==> src/rtl/keypad_scanner.sv <==
// 4x4 active-low matrix keypad scanner: rotates one low column per scan tick,
// debounces presses and releases over DEBOUNCE_TICKS ticks, reports row*4+col.
module keypad_scanner #(
  parameter logic [7:0] DEBOUNCE_TICKS = 8'd4
) (
  input  logic       clk,
  input  logic       rst,
  input  logic       scan_tick,
  input  logic [3:0] row_in,
  output logic [3:0] col_out,
  output logic [3:0] key_code,
  output logic       key_valid,
  output logic       key_held
);

  typedef enum logic [1:0] {SCAN, DEBOUNCE, PRESSED} state_t;

  state_t     state_q, state_d;
  logic [3:0] row_s1_q, sync_row;
  logic       tick_in_q;
  logic       tick;
  logic [1:0] col_q, col_d;
  logic [1:0] row_q, row_d;
  logic [3:0] cand_q, cand_d;
  logic [3:0] key_code_q, key_code_d;
  logic       key_valid_q, key_valid_d;
  logic       key_held_q, key_held_d;
  logic [7:0] cnt_q, cnt_d;
  logic [7:0] rel_cnt_q, rel_cnt_d;
  logic       any_low;
  logic [1:0] low_row;

  assign tick = scan_tick & ~tick_in_q;

  // Lowest-indexed low row wins when several keys in a column are down.
  always_comb begin
    any_low = (sync_row != 4'hF);
    if (!sync_row[0])      low_row = 2'd0;
    else if (!sync_row[1]) low_row = 2'd1;
    else if (!sync_row[2]) low_row = 2'd2;
    else                   low_row = 2'd3;
  end

  always_comb begin
    state_d     = state_q;
    col_d       = col_q;
    row_d       = row_q;
    cand_d      = cand_q;
    key_code_d  = key_code_q;
    key_valid_d = 1'b0;
    key_held_d  = key_held_q;
    cnt_d       = cnt_q;
    rel_cnt_d   = rel_cnt_q;
    if (tick) begin
      case (state_q)
        SCAN: begin
          if (!any_low) begin
            col_d = col_q + 2'd1;
          end else begin
            row_d  = low_row;
            cand_d = {low_row, col_q};
            cnt_d  = 8'd1;
            if (DEBOUNCE_TICKS == 8'd1) begin
              key_code_d  = {low_row, col_q};
              key_valid_d = 1'b1;
              key_held_d  = 1'b1;
              rel_cnt_d   = 8'd0;
              state_d     = PRESSED;
            end else begin
              state_d = DEBOUNCE;
            end
          end
        end
        DEBOUNCE: begin
          if (any_low && (low_row == row_q)) begin
            cnt_d = cnt_q + 8'd1;
            if (cnt_q + 8'd1 == DEBOUNCE_TICKS) begin
              key_code_d  = cand_q;
              key_valid_d = 1'b1;
              key_held_d  = 1'b1;
              rel_cnt_d   = 8'd0;
              state_d     = PRESSED;
            end
          end else begin
            cnt_d   = 8'd0;
            col_d   = col_q + 2'd1;
            state_d = SCAN;
          end
        end
        PRESSED: begin
          // Only the captured row matters; other keys are ignored until release.
          if (!sync_row[row_q]) begin
            rel_cnt_d = 8'd0;
          end else begin
            rel_cnt_d = rel_cnt_q + 8'd1;
            if (rel_cnt_q + 8'd1 == DEBOUNCE_TICKS) begin
              key_held_d = 1'b0;
              col_d      = col_q + 2'd1;
              state_d    = SCAN;
            end
          end
        end
        default: state_d = SCAN;
      endcase
    end
  end

  always_ff @(posedge clk or posedge rst) begin
    if (rst) begin
      row_s1_q    <= 4'hF;
      sync_row    <= 4'hF;
      tick_in_q   <= 1'b1;
      state_q     <= SCAN;
      col_q       <= 2'd0;
      row_q       <= 2'd0;
      cand_q      <= 4'h0;
      key_code_q  <= 4'h0;
      key_valid_q <= 1'b0;
      key_held_q  <= 1'b0;
      cnt_q       <= 8'd0;
      rel_cnt_q   <= 8'd0;
    end else begin
      row_s1_q    <= row_in;
      sync_row    <= row_s1_q;
      tick_in_q   <= scan_tick;
      state_q     <= state_d;
      col_q       <= col_d;
      row_q       <= row_d;
      cand_q      <= cand_d;
      key_code_q  <= key_code_d;
      key_valid_q <= key_valid_d;
      key_held_q  <= key_held_d;
      cnt_q       <= cnt_d;
      rel_cnt_q   <= rel_cnt_d;
    end
  end

  assign col_out   = ~(4'b0001 << col_q);
  assign key_code  = key_code_q;
  assign key_valid = key_valid_q;
  assign key_held  = key_held_q;

endmodule
==> config.mk <==
export PLATFORM = sky130hd
export DESIGN_NAME = keypad_scanner
export DESIGN_NICKNAME = d
export VERILOG_FILES = /design/src/rtl/keypad_scanner.sv
export SDC_FILE = /design/constraint.sdc
export NUM_CORES = 1
export LEC_CHECK = 0
export ABC_AREA = 1
export BUFFER_PORTS_ARGS = -buffer_cell sky130_fd_sc_hd__clkbuf_2
export CORE_MARGIN = 5
export CORE_UTILIZATION = 40
export DETAILED_ROUTE_END_ITERATION = 10
export GPL_TIMING_DRIVEN = 0
export PLACE_DENSITY_LB_ADDON = 0.1
export RECOVER_POWER = 50
export SLEW_MARGIN = 15
export SYNTH_ARGS = -nofsm -noshare
export SYNTH_HDL_FRONTEND = slang
export SYNTH_SLANG_ARGS = --single-unit
==> constraint.sdc <==
create_clock -name clk -period 1.9 [get_ports clk]
set_input_delay 0.475 -clock clk [delete_from_list [all_inputs] [get_ports clk]]
set_output_delay 0.475 -clock clk [all_outputs]
set_load 0.005 [all_outputs]
==> results by group <==
Status
  – Status: completed

Timing
  – Minimum clock period: 1721 ps
  – Final hold violation count: 0
  – Worst Max-Slew Pin Slew: 704.4 ps
  – Max-slew headroom: 52.99%
  – Final setup vio count: 0
  – RSZ-0062 raised after global routing: no
  – Max Freq: 0.5811 GHz
  – Tcrit/Tclk final: 90.57%
  – Max Slew Vio Count: 0
  – Min Hold Slack: 255.1 ps
  – Worst Clk Skew: 9.100 ps
  – Setup TNS: 0 ps
  – Fin worst setup slack: 179.3 ps

GRT
  – First-pass GRT wire length: 7.389 mm
  – Initial antenna violation count: 0
  – Gr usage total: 12.81%
  – Vias in the first global route: 1,638
  – Pin count of the biggest net entering global routing: 23
  – GRT overflow: 0

Hold path
  – Worst Hold Class: in -> async

Route
  – Drt wl/cell: 11.29 um
  – Initial DRC Count: 80
  – Number of remaining DRC errors: 0
  – Pre-antenna DRT Iters: 4
  – Routed vias: 1,655
  – Detail Route Antenna Nets: 0
  – Vias per Instance: 4.584
  – Routed WL: 4.076 mm

Die
  – Die W: 83.01 um
  – Number of I/O pins: 17
  – Full die area: 6890 um2
  – Starting Density: 41.48%
  – Core area: 5140 um2
  – Std-Cell Rows: 26
  – Die Y: 83.01 um

Worst setup path
  – Worst path most repeated cell: nand2_1
  – Critical Path AT: 1910 ps
  – Req. time, crit path: 2090 ps
  – CP Cell Sequence: nand2_1, nand2_1, nand2_1, nor2_2, nand3_4, nor2_8, inv_4, nor2_8, inv_2, nand2_1, nand2_1
  – Startpoint Class: register
  – Crit path max fanout: 6
  – RR Startpoint: sync_row[0]
  – CP peak stage delay: 570 ps
  – Reg-to-reg endpoint: key_code[0]
  – Slowest-stage cell, CP: dfstp_2
  – R2r setup slk: 180 ps
  – Worst Reg-to-Reg Cells: 11
  – Critical path class: reg -> reg
  – Crit. End Element: register

Synth
  – Post-synth EDFFs: 0
  – Mean Syn Cell Area: 8.045 um2
  – Distinct cells, synth: 29
  – Synth Area in Simple Gates: 35.04%
  – Ys Warns: 0
  – Sequential fraction of the synthesis area: 46.30%
  – Synth Register Bits: 39
  – Yosys top cell by area: dfrtp_1
  – Synth Area in XOR/XNOR: 1.643%
  – Synth Flop Type: dfrtp_1
  – Post-synth ARST share: 100.0%
  – Synth Area in Adders: 3.521%
  – Mapped Cells: 265
  – Mapped cell area: 2132 um2
  – Post-synthesis mux area share: 0%
  – Post-Syn Nets: 278
  – Synth Area in Compound Gates: 6.338%
  – Main combinational cell family by area after synthesis: simple AND/OR/NAND/NOR gates
  – Largest cells by area after synthesis: dfrtp_1 (35%), nand2_1 (16%), dfstp_2 (11%)
  – Top-area cell type share of the netlist area: 35.21%

Placement
  – # port buffers: 16
  – Place WS: 151.4 ps
  – GP Congestion: 0.7640
  – Post-DP HPWL: 2.988 mm

Power and ir drop
  – Pleak: 1.219 nW
  – Power Density: 1072 nW/um2
  – Max VDD drop: 693.4 uV

Finish
  – Multi-input gate area: 994.7 um2
  – Nets: 303
  – Fillers: 553
  – Reg area: 987.2 um2
  – Share of cells above drive strength 1: 21.31%
  – Synthesis-to-layout area growth: 15.49%
  – Most frequent cells in the layout: nand2_1 (88), inv_1 (30), dfrtp_1 (30)
  – ANT cells: 0
  – Most common cell after layout, fill and taps aside: nand2_1

Clock tree
  – TritonCTS clock tree: done
  – Clk_lat worst skew: 300 ps
  – Cts bufs inserted: 5
  – CTS root buf: clkbuf_8
  – Clk buf depth: 2
  – Cts hold-fix bufs: 0
  – Reg clk slew, reported paths: 90 ps
  – H-tree Lvls: 2
  – Clock sinks: 39

Job
  – Maxcap violations: 0
## per-stage QoR
| stage | utilization [%] | cell area (um2) | cells | power [W] |
|---|---|---|---|---|
| finish | 47.91 | 2462 | 361 | 0.002639 |
| global route | 47.91 | 2462 | 361 | 0.002831 |
| CTS | 47.93 | 2464 | 360 | 0.002673 |
| detailed placement | 45.28 | 2327 | 352 | 0.001817 |
| global placement | 44.74 | 2300 | 351 | 0.001802 |
| floorplan | - | 2132 | 265 | 0.001618 |
## cells by family (layout without fill, tap and decap cells)
group,after synthesis,after routing
adders and majority gates,6,6
xor gates and xnor gates,4,4
DFF,39,39
and+or+nand+nor,156,156
AOI/OAI and AO/OA,23,23
buffers and inverters,37,63
## worst max path at each step
stage	slack, ps	startpoint	to	depth (start not counted)
after CTS	140	sync_row[0]	rel_cnt_q[7]	9
after detailed placement	150	sync_row[0]	rel_cnt_q[7]	9
after global routing	30	sync_row[0]	key_code[2]	11
after global placement	-50	rst	cnt_q[4]	2
final	180	sync_row[0]	key_code[0]	11
after floorplan	370	cnt_q[1]	key_held	11
## final cells by class
type                    count  area share (%)
clock inverters             3           2.744
inverters                  36           5.589
clock buffers               5           2.795
multi-input cells         189           40.40
well taps                  70           3.557
flip-flops and latches     39           40.09
plain buffers               1          0.6098
repair buffers             18           4.217
## Yosys cell counts, types with 3 or more instances
master / instances
nand2_1: 89
dfrtp_1: 30
inv_1: 30
nand3_1: 21
nor2_1: 20
o21ai_0: 11
dfstp_2: 9
nor2_2: 7
ha_1: 6
inv_2: 5
nand3_2: 4
a21oi_1: 3
nand3b_1: 3
o21ai_1: 3
o22ai_1: 3
## power breakdown
part	switching [W]	internal (W)	leakage, nW
Combinational	0.000445	0.000265	0.655
Clock	0.000314	0.000524	0.0644
Sequential	0.000131	0.000961	0.500
## worst max-delay path, delay by kind of cell, from the launching register on
| kind | cells | cell delay (ps) |
|---|---|---|
| flip-flops | 1 | 570 |
| buffers and inverters | 2 | 140 |
| AND/OR/NAND/NOR | 9 | 910 |
## sequential cells by signal, summed over array words and instances, names as in the netlist
register	cells
cand_q	2
cnt_q	8
col_q	2
key_code	4
key_held	1
key_valid	1
rel_cnt_q	8
row_q	2
row_s1_q	4
state_q	2
sync_row	4
tick_in_q	1
## what timing repair did
action,4_1_cts,5_1_grt
gates resized for setup,0,1
endpoints found under the setup margin,0,6
buffers inserted,0,1
## metal layers
layer  vias to the layer above  track usage (%)  share of wire, %
li1                        884                -                 -
met1                       746            17.29                51
met2                        19            20.12                44
met3                         6            3.267               3.1
met4                         0            4.012               1.5
met5                         -                0                 0
Note: power is estimated with default switching activity, not from simulation.
